$ cat src/rtl/btn_debounce_multi.sv
// Multi-channel push-button conditioner: 2-flop sync, tick-sampled debounce,
// registered press/release strobes and a one-shot long-press strobe per channel.
module btn_debounce_multi #(
   parameter int N_CH       = 4,
   parameter int TICK_DIV   = 100000,
   parameter int STABLE_CNT = 8,
   parameter int LONG_CNT   = 1000
) (
   input  logic            clk,
   input  logic            rst_n,
   input  logic [N_CH-1:0] btn_in,
   output logic [N_CH-1:0] btn_level,
   output logic [N_CH-1:0] btn_press,
   output logic [N_CH-1:0] btn_release,
   output logic [N_CH-1:0] btn_long,
   output logic            tick
);

   localparam int TW = $clog2(TICK_DIV);
   localparam int DW = $clog2(STABLE_CNT + 1);
   localparam logic [TW-1:0] TICK_LAST = TW'(TICK_DIV - 1);
   localparam logic [DW-1:0] DCNT_LAST = DW'(STABLE_CNT - 1);

   logic [TW-1:0]   r_tcnt;
   logic            w_tick;
   logic [N_CH-1:0] r_sync1;
   logic [N_CH-1:0] r_sync2;
   logic [DW-1:0]   r_dcnt [N_CH];
   logic [N_CH-1:0] r_level;
   logic [N_CH-1:0] r_press;
   logic [N_CH-1:0] r_release;
   logic [N_CH-1:0] w_flip;

   // Shared sample tick
   always_ff @(posedge clk or negedge rst_n) begin
      if (!rst_n) begin
         r_tcnt <= '0;
      end else if (w_tick) begin
         r_tcnt <= '0;
      end else begin
         r_tcnt <= r_tcnt + TW'(1);
      end
   end

   assign w_tick = (r_tcnt == TICK_LAST);
   assign tick   = w_tick;

   always_ff @(posedge clk or negedge rst_n) begin
      if (!rst_n) begin
         r_sync1 <= '0;
         r_sync2 <= '0;
      end else begin
         r_sync1 <= btn_in;
         r_sync2 <= r_sync1;
      end
   end

   // A channel flips on the tick that completes STABLE_CNT disagreeing samples
   always_comb begin
      w_flip = '0;
      for (int i = 0; i < N_CH; i++) begin
         w_flip[i] = w_tick && (r_sync2[i] != r_level[i]) && (r_dcnt[i] == DCNT_LAST);
      end
   end

   always_ff @(posedge clk or negedge rst_n) begin
      if (!rst_n) begin
         for (int i = 0; i < N_CH; i++) begin
            r_dcnt[i] <= '0;
         end
      end else if (w_tick) begin
         for (int i = 0; i < N_CH; i++) begin
            if ((r_sync2[i] == r_level[i]) || w_flip[i]) begin
               r_dcnt[i] <= '0;
            end else begin
               r_dcnt[i] <= r_dcnt[i] + DW'(1);
            end
         end
      end
   end

   always_ff @(posedge clk or negedge rst_n) begin
      if (!rst_n) begin
         r_level   <= '0;
         r_press   <= '0;
         r_release <= '0;
      end else begin
         r_level   <= r_level ^ w_flip;
         r_press   <= w_flip & ~r_level;
         r_release <= w_flip & r_level;
      end
   end

   assign btn_level   = r_level;
   assign btn_press   = r_press;
   assign btn_release = r_release;

   generate
      if (LONG_CNT > 0) begin : g_long
         localparam int HW = $clog2(LONG_CNT + 1);
         localparam logic [HW-1:0] HCNT_MAX = HW'(LONG_CNT);
         localparam logic [HW-1:0] HCNT_PRE = HW'(LONG_CNT - 1);

         logic [HW-1:0]   r_hcnt [N_CH];
         logic [N_CH-1:0] r_long;

         // Hold counter saturates so the strobe fires only once per hold
         always_ff @(posedge clk or negedge rst_n) begin
            if (!rst_n) begin
               r_long <= '0;
               for (int i = 0; i < N_CH; i++) begin
                  r_hcnt[i] <= '0;
               end
            end else begin
               for (int i = 0; i < N_CH; i++) begin
                  r_long[i] <= 1'b0;
                  if (w_flip[i] && r_level[i]) begin
                     r_hcnt[i] <= '0;
                  end else if (w_tick && r_level[i] && (r_hcnt[i] != HCNT_MAX)) begin
                     r_hcnt[i] <= r_hcnt[i] + HW'(1);
                     r_long[i] <= (r_hcnt[i] == HCNT_PRE);
                  end
               end
            end
         end

         assign btn_long = r_long;
      end else begin : g_no_long
         assign btn_long = '0;
      end
   endgenerate

endmodule

$ cat config.mk
export PLATFORM = sky130hd
export DESIGN_NAME = btn_debounce_multi
export DESIGN_NICKNAME = d
export VERILOG_FILES = /design/src/rtl/btn_debounce_multi.sv
export SDC_FILE = /design/constraint.sdc
export NUM_CORES = 1
export LEC_CHECK = 0
export ABC_AREA = 1
export CAP_MARGIN = 10
export CORE_MARGIN = 4
export CORE_UTILIZATION = 60
export DETAILED_ROUTE_END_ITERATION = 12
export DONT_BUFFER_PORTS = 1
export MAX_ROUTING_LAYER = met4
export PLACE_DENSITY = 0.76
export SLEW_MARGIN = 25
export SYNTH_ARGS = -nofsm -noshare
export SYNTH_HDL_FRONTEND = slang
export SYNTH_SLANG_ARGS = --single-unit
$ cat constraint.sdc
create_clock -name clk -period 2.9 [get_ports clk]
set_input_delay 0.29 -clock clk [delete_from_list [all_inputs] [get_ports clk]]
set_output_delay 0.29 -clock clk [all_outputs]
set_load 0.005 [all_outputs]
Word-level counts from Yosys, hierarchy flattened
Index checks and enable logic that the tools add are counted.
Cells by class
  div/mod/pow operators: 0
  reduce and logical (&&, ||, !) cells: 28
  multipliers: 0
  order comparisons: 0
  muxes and demuxes: 21
  add/subtract/negate cells: 9
  eq/ne operators: 21
  bitwise logic cells: 4
  shifts and indexed selects: 0
Operators with widths (number)
  $mux W10: 8
  $add A10 B1 Y10 const B: 4
  $eq A10 B10 Y1 const B: 4
  $ne A10 B10 Y1 const B: 4
  $logic_and A1 B1 Y1: 20
  $add A17 B1 Y17 const B: 1
  $eq A17 B17 Y1 const B: 1
  $mux W17: 1
  $add A4 B1 Y4 const B: 4
  $eq A4 B3 Y1 const B: 4
  $mux W4: 4
  $and A4 B4 Y4: 2
  $mux W1: 8
  $reduce_bool A2 Y1: 4
  $eq A1 B1 Y1: 4
  $logic_or A1 B1 Y1: 4
  $ne A1 B1 Y1: 4
  $not A4 Y4: 1
  $xor A4 B4 Y4: 1
Storage, ports and cells
  bits in latches: 0
  logic and storage cells: 98
  bits in writable memories: 0
  output and inout bits: 17
  ROM bits: 0
  bits in registers: 97
  bits of input ports: 6
  memories: 0

Depth between registers and ports, before layout
Gate-level depths: netlist of the first run.
  depth after elaboration: 5
  gate-level depth with buffers: 13
  depth with buffers taken out: 12

Worst setup path before layout of the first run
OpenSTA, ideal clock, no wires.
  kind: reg-to-reg
  start point: register r_tcnt[0]
  end point: register g_long.r_hcnt[0] in the netlist's numbering
  period minus slack after synthesis: 2.258 ns
  path slack: 0.642 ns
  arrival: 2.131 ns
  library setup time: 0.127 ns
  stages on the path, launching flop included: 13
  cell sequence: dfrtp_1 > ha_1 > nand2_2 > nor2_8 > nand3_2 > nor2_4 > buf_4 > nand3_1 > nor3_1 > ha_1 > inv_1 > o21ai_4 > o21ai_0
Between the ends
  word-level cells in the longest chain between the ends: 5
Ends and longest elaborated chain
  start: declaration: RTL line 24  | logic [TW-1:0] r_tcnt;
  start signal: assignment: RTL line 41  | r_tcnt <= r_tcnt + TW'(1);
  $eq A17 B17 Y1 (*): RTL line 45  | assign w_tick = (r_tcnt == TICK_LAST);
  net tick: RTL line 16  | output logic tick
  $logic_and A1 B1 Y1 (2 in series): RTL line 62  | w_flip[i] = w_tick && (r_sync2[i] != r_level[i]) && (r_dcnt[i] == DCNT_LAST);
  $logic_and A1 B1 Y1: RTL line 117  | if (w_flip[i] && r_level[i]) begin
  $mux W10 or $reduce_bool A2 Y1 (tied branches)
  end signal: indexed assignment: RTL line 120  | r_hcnt[i] <= r_hcnt[i] + HW'(1);
  end: declaration: RTL line 104  | logic [HW-1:0] r_hcnt [N_CH];
The timed path passes the listed nets; every way through them passes the cells marked *.
A chain may end at the register's enable or synchronous reset.

Worst setup path in the final report of the first run
  start point: register r_tcnt[0]
  end point: register g_long.r_hcnt[2] in the netlist's numbering
Between the ends
  word-level cells in the longest chain between the ends: 5
Ends and longest elaborated chain (RTL line)
  $eq A17 B17 Y1 (*): 45
  $logic_and A1 B1 Y1 (2 in series): 62
  $logic_and A1 B1 Y1: 117
  $mux W10 or $reduce_bool A2 Y1 (tied branches)
Mark *: on every way between the ends. The rest lies on a longest branch, timed or not.

==> results.tsv, run 1 <==
metric	value	unit
number of max-cap violations	0	
PwrDens	412.0	nW/um^2
vias in the first global route	4221	
Final min period	2375	ps
synthesized cell area	5423	um^2
Critical Path Start Type	register	
syn_nets	717	
Max clock buf depth	2	
Die Width	103.1	um
max_slew headroom	60.80	%
Synth Warn #	0	
Initial Utilization	61.88	%
status	completed	
final-report setup violation count	0	
H-tree levels	3	
worst slew pin tran	586.4	ps
Cells after Synth	695	
insertion delay to the later sink of the worst-skew pair	370	ps
Syn Area/Cell	7.802	um^2
Overflow after GRT	0	
Leak	2.976	nW
root buf cell	clkbuf_8	
Critical Path AT	2620	ps
CP max FO	8	
Hold Vio Cnt, Final	0	
HP Class	register to register	
Setup TNS	0	ps
TritonCTS Sinks	97	
RSZ-0062 raised after global routing	no	
CP Capture Type	register	
CTS buffer count	9	
Fin Clk Skew	20.64	ps
via count	4451	
placer's final routability congestion estimate	0.9150	
final core occ	66.39	%
first-pass GRT wire length	18.77	mm
fmax	421.1	MHz
All-Layer GR Usage	22.90	%
largest net degree at the start of global routing	98	
CTS tree	done	
number of diodes	0	
Layout Nets	728	
drt drc	0	
Cell Rows	34	
WP data required	3140	ps
PostCTS Resize Cnt	0	
die area	10620	um^2
vias per cell	5.435	
drt wl/cell	13.14	um
first-pass detailed-route iteration total	6	
Die Ht	103.1	um
Iter 0 DRT Violations	249	
fraction of layout cells with a size suffix above 1	6.329	%
top post-synthesis cells by area	dfrtp_1, nand2_1, inv_1	
post-synthesis sequential area ratio	44.76	%
fin. max-slew vios	0	
initial antenna violation count	0	
Reg clk slew, reported paths	100	ps
VDD IR max	334.9	uV
Setup CP Type	register to register	
Port Buffers	0	
CORE AREA	8763	um^2
Seq cells post-synth	97	
final WL	10.76	mm
Period Utilization, post-route	81.89	%
Yosys top cell by area	dfrtp_1	
HPWL Detailed	7.444	mm
Area growth, synth to finish	7.291	%
IO Pins	23	
post-synth cell types	37	
Yosys top cell area share	44.76	%
antenna viol nets, final	0	
[cell usage in the layout (no fill, tap or decap), drive strengths merged]
master and count:
xnor2 4, and3 1, nand3 76, buf 3, nand4 28, xor2 25
nor3b 2, clkbuf 10, bufinv 2, ha 16, o21bai 2, clkinv 1
dfrtp 97, inv 104, clkinvlp 2, or2 4, o211ai 1, nor4 1
nand3b 5, dlygate4sd3 5, nand2 163, o21ai 21, nor3 22, a21oi 13
nor2 103
[cell type report]
type | instances | area [um^2]
Clock buffer | 10 | 137.6
Clock inverter | 6 | 88.84
Fill cell | 716 | 2945
Inverter | 103 | 386.6
Multi-Input combinational cell | 487 | 2550
Sequential cell | 97 | 2427
Tap cell | 108 | 135.1
Timing Repair Buffer | 8 | 92.59
[synth_stat cells, drive strengths merged]
| cell type | number |
|---|---|
| nand4 | 28 |
| xnor2 | 4 |
| nand3b | 5 |
| or2 | 4 |
| ha | 16 |
| nor4 | 1 |
| xor2 | 25 |
| dfrtp | 97 |
| a21oi | 13 |
| nor2 | 103 |
| nor3 | 22 |
| inv | 103 |
| clkbuf | 1 |
| nand3 | 76 |
| buf | 7 |
| nand2 | 163 |
| o21bai | 2 |
| o211ai | 1 |
| o21ai | 21 |
| and3 | 1 |
| nor3b | 2 |
[critical path, cell delays in order (launching register included)]
cell     delay, ps
dfrtp_1        380
ha_1           190
nand2_2        110
nor2_8         170
nand3_2        110
nor2_4          90
nand3_1         70
nor3_1         290
ha_1           350
inv_1          210
o21ai_4        160
o21ai_0        140
[cells by family (layout without fill, tap and decap cells)]
logic type / Yosys count / in the layout / synth area share (%)
and+or+nand+nor: 405 / 405 / 34.89
buffers and inverters: 111 / 127 / 8.214
DFF: 97 / 97 / 44.76
AOI/OAI and AO/OA: 37 / 37 / 3.761
xor gates and xnor gates: 29 / 29 / 4.684
adders and majority gates: 16 / 16 / 3.692
[sequential cells by signal (all words and copies together), names as in the netlist]
| name | cells |
|---|---|
| btn_release | 4 |
| r_sync1 | 4 |
| r_tcnt | 17 |
| r_dcnt | 16 |
| r_sync2 | 4 |
| g_long.r_hcnt | 40 |
| btn_press | 4 |
| btn_level | 4 |
| btn_long | 4 |
[layer usage]
metal	share of wire, %	up-vias	GRT usage [%]
met5	0	-	-
met4	2.4	0	10.46
met3	4.4	25	4.465
met2	46	103	34.39
met1	47	2085	30.05
li1	-	2238	-
[where the power goes]
part | leakage (nW) | total, mW | internal (mW) | switching, mW
clock network | 0.109 | 0.994 | 0.511 | 0.483
registers | 1.32 | 1.36 | 1.36 | 0.00209
logic | 1.54 | 0.0439 | 0.0108 | 0.0331
total | 2.98 | 2.40 | 1.88 | 0.519
[metrics by stage]
| stage | hold WS, ps | area, um^2 | setup slack, ps | power [mW] | cells |
|---|---|---|---|---|---|
| 4_1_cts | 357.6 | 5818 | 499.1 | 2.414 | 819 |
| 6_report | 347.4 | 5818 | 525.2 | 2.397 | 819 |
| 2_1_floorplan | -5.591 | 5423 | 642.2 | 1.393 | 695 |
| 3_5_place_dp | -2.939 | 5514 | 514.6 | 1.395 | 797 |
| 3_3_place_gp | -2.792 | 5514 | 663.2 | 1.395 | 797 |
| 5_1_grt | 363.9 | 5818 | 313.7 | 2.490 | 819 |
[worst paths after layout]
check,cells after the start,endpoint,slack (ps),startpoint
min in group asynchronous,2,btn_release[1]$_DFF_PN0_,510,rst_n
max in group asynchronous,2,r_tcnt[1]$_DFF_PN0_,2020,rst_n
worst min register to register,0,r_sync2[1]$_DFF_PN0_,350,r_sync1[1]$_DFF_PN0_
worst min-delay path,0,r_sync2[1]$_DFF_PN0_,350,r_sync1[1]$_DFF_PN0_
worst max-delay path,11,g_long.r_hcnt[2]$_DFFE_PN0P_,530,r_tcnt[0]$_DFF_PN0_
worst max register to register,11,g_long.r_hcnt[2]$_DFFE_PN0P_,530,r_tcnt[0]$_DFF_PN0_
[repair_timing]
item	CTS	global route
endpoints found under the hold margin	101	0
endpoints found under the setup margin	0	0
hold buffers	6	0
setup buffers	0	0
Power figures use the tool's default switching activity.
==> run 2, diff against run 1 <==
clock period = 2.5 ns   (was 2.9 ns; I/O delays follow)
==> run 2 against run 1 <==
The run now ends with hold timing left; sequential share of layout area is 0.44 points higher; register-to-register slack lost 250 ps; sequential cell count unchanged; die area unchanged; via count fell by 0.36%; first-iteration DRC count is 22% higher; hold slack got worse by 780 ps; wire length up 0.52%; utilization is 0.69 points lower; non-clock buffer count up 1; design area down 1.0%; maximum frequency increased by 6.9%; critical endpoint is now g_long.r_hcnt[1]$_DFFE_PN0P_.
==> results.tsv, run 2 (synthesis results as in run 1) <==
metric	value	unit
status	finished with violations	
failing checks	hold timing	
drt drc	0	
initial antenna violation count	0	
Period Utilization, post-route	88.88	%
CTS buffer count	9	
number of max-cap violations	0	
drt wl/cell	13.19	um
slowest stage delay, CP	380	ps
Post-CTS Setup Bufs	0	
VDD IR max	313.9	uV
Overflow after GRT	0	
final WL	10.82	mm
Final Power	2.546	mW
CP max FO	8	
Max clock buf depth	2	
CTS tree	done	
# hold bufs at CTS	4	
Fin Clk Skew	11.55	ps
Top Layer Used	met4	
die area	10620	um^2
PwrDens	442.1	nW/um^2
final-report setup violation count	0	
vias in the first global route	4292	
Hold Vio Cnt, Final	97	
Placed Cells	800	
Iter 0 DRT Violations	305	
vias per cell	5.409	
Critical Path Start Type	register	
TritonCTS Sinks	97	
H-tree levels	3	
metal2 WL	5.067	mm
HP Class	input pin to async pin	
Initial Utilization	61.88	%
Cell Rows	34	
All-Layer GR Usage	23.13	%
IO Pins	23	
Reg clk slew, reported paths	100	ps
most frequent cells in the layout	nand2_1, inv_1, dfrtp_1, nor2_1, nand3_1	
setup ws final	277.9	ps
PostCTS Resize Cnt	0	
WP data required	2750	ps
Final min period	2222	ps
max_slew headroom	63.40	%
Setup TNS	0	ps
Layout Nets	729	
Critical Path AT	2470	ps
r2r setup slk	280	ps
CORE AREA	8763	um^2
max FFs per register	40	
Place WS	257.6	ps
root buf cell	clkbuf_8	
insertion delay to the later sink of the worst-skew pair	360	ps
Die Width	103.1	um
Slowest cell on crit path	dfrtp_1	
crit path launch	r_tcnt[0]$_DFF_PN0_	
Top cell by count, worst path	ha_1	
RSZ-0062 raised after global routing	no	
Area growth, synth to finish	6.184	%
Leak	2.958	nW
Fin Hold WS	-430.1	ps
biggest regs	g_long.r_hcnt x40, r_tcnt x17, r_dcnt x16	
number of diodes	0	
metal3 WL	446	um
Port Buffers	0	
first-pass GRT wire length	19.18	mm
first-pass detailed-route iteration total	5	
via count	4435	
HPWL Detailed	7.683	mm
Largest Register	g_long.r_hcnt	
Die Ht	103.1	um
antenna viol nets, final	0	
M1 WL	5.073	mm
Critical R2R Launch	r_tcnt[0]$_DFF_PN0_	
Setup CP Type	register to register	
placer's final routability congestion estimate	0.9674	
largest net degree at the start of global routing	98	
worst-path cell chain	ha_1 > nand2_2 > nor2_8 > nand3_2 > nor2_4 > nand3_1 > nor3_1 > ha_1 > inv_1 > o21ai_4 > o21ai_0	
commonest non-fill, non-tap cell in the layout	nand2_1	
fin. max-slew vios	0	
fmax	450.0	MHz
fraction of layout cells with a size suffix above 1	6.461	%
worst slew pin tran	549.0	ps
Final Non-Filler Cells	820	
CP Capture Type	register	
## run 2: cell type report
cell class / instances / area, um^2
sequential: 97 / 2427
multi-input combinational: 487 / 2550
clock buffer: 12 / 155.1
fill: 735 / 3005
tap: 108 / 135.1
timing repair buffer: 9 / 77.57
inverter: 103 / 386.6
clock inverter: 4 / 26.28
## run 2: layer usage
metal	vias to the layer above	global-route usage [%]
li1	2235	-
met1	2070	30.94
met2	107	35.52
met3	23	3.721
met4	0	8.765
met5	-	-
## run 2: worst paths after layout
| path | to | cells after the start |
|---|---|---|
| setup / recovery | g_long.r_hcnt[1]$_DFFE_PN0P_ | 11 |
| hold / removal | g_long.r_hcnt[1]$_DFFE_PN0P_ | 0 |
| setup reg to reg | g_long.r_hcnt[1]$_DFFE_PN0P_ | 11 |
| hold reg to reg | r_sync2[0]$_DFF_PN0_ | 0 |
| max in group asynchronous | btn_release[3]$_DFF_PN0_ | 0 |
| min in group clk | r_sync2[0]$_DFF_PN0_ | 0 |
## run 2: worst max-delay path, delay by kind of cell (launching register included)
family	cells	cell delay (ps)
buffers and inverters	1	210
adders and majority gates	2	520
DFF	1	380
and+or+nand+nor	6	750
AOI/OAI and AO/OA	2	260
## run 2: power by group
part | leakage (nW) | switching, mW | total [mW] | internal (mW)
sequential | 1.32 | 0.00236 | 1.58 | 1.57
clock | 0.0928 | 0.536 | 0.954 | 0.418
combinational | 1.54 | 0.00877 | 0.0158 | 0.00701
total | 2.96 | 0.547 | 2.55 | 2.00
## run 2: through the flow
stage / util (%) / instance area (um^2)
2_1_floorplan: - / 5423
3_3_place_gp: 63.18 / 5537
3_5_place_dp: 63.18 / 5537
4_1_cts: 65.71 / 5758
5_1_grt: 65.71 / 5758
6_report: 65.71 / 5758
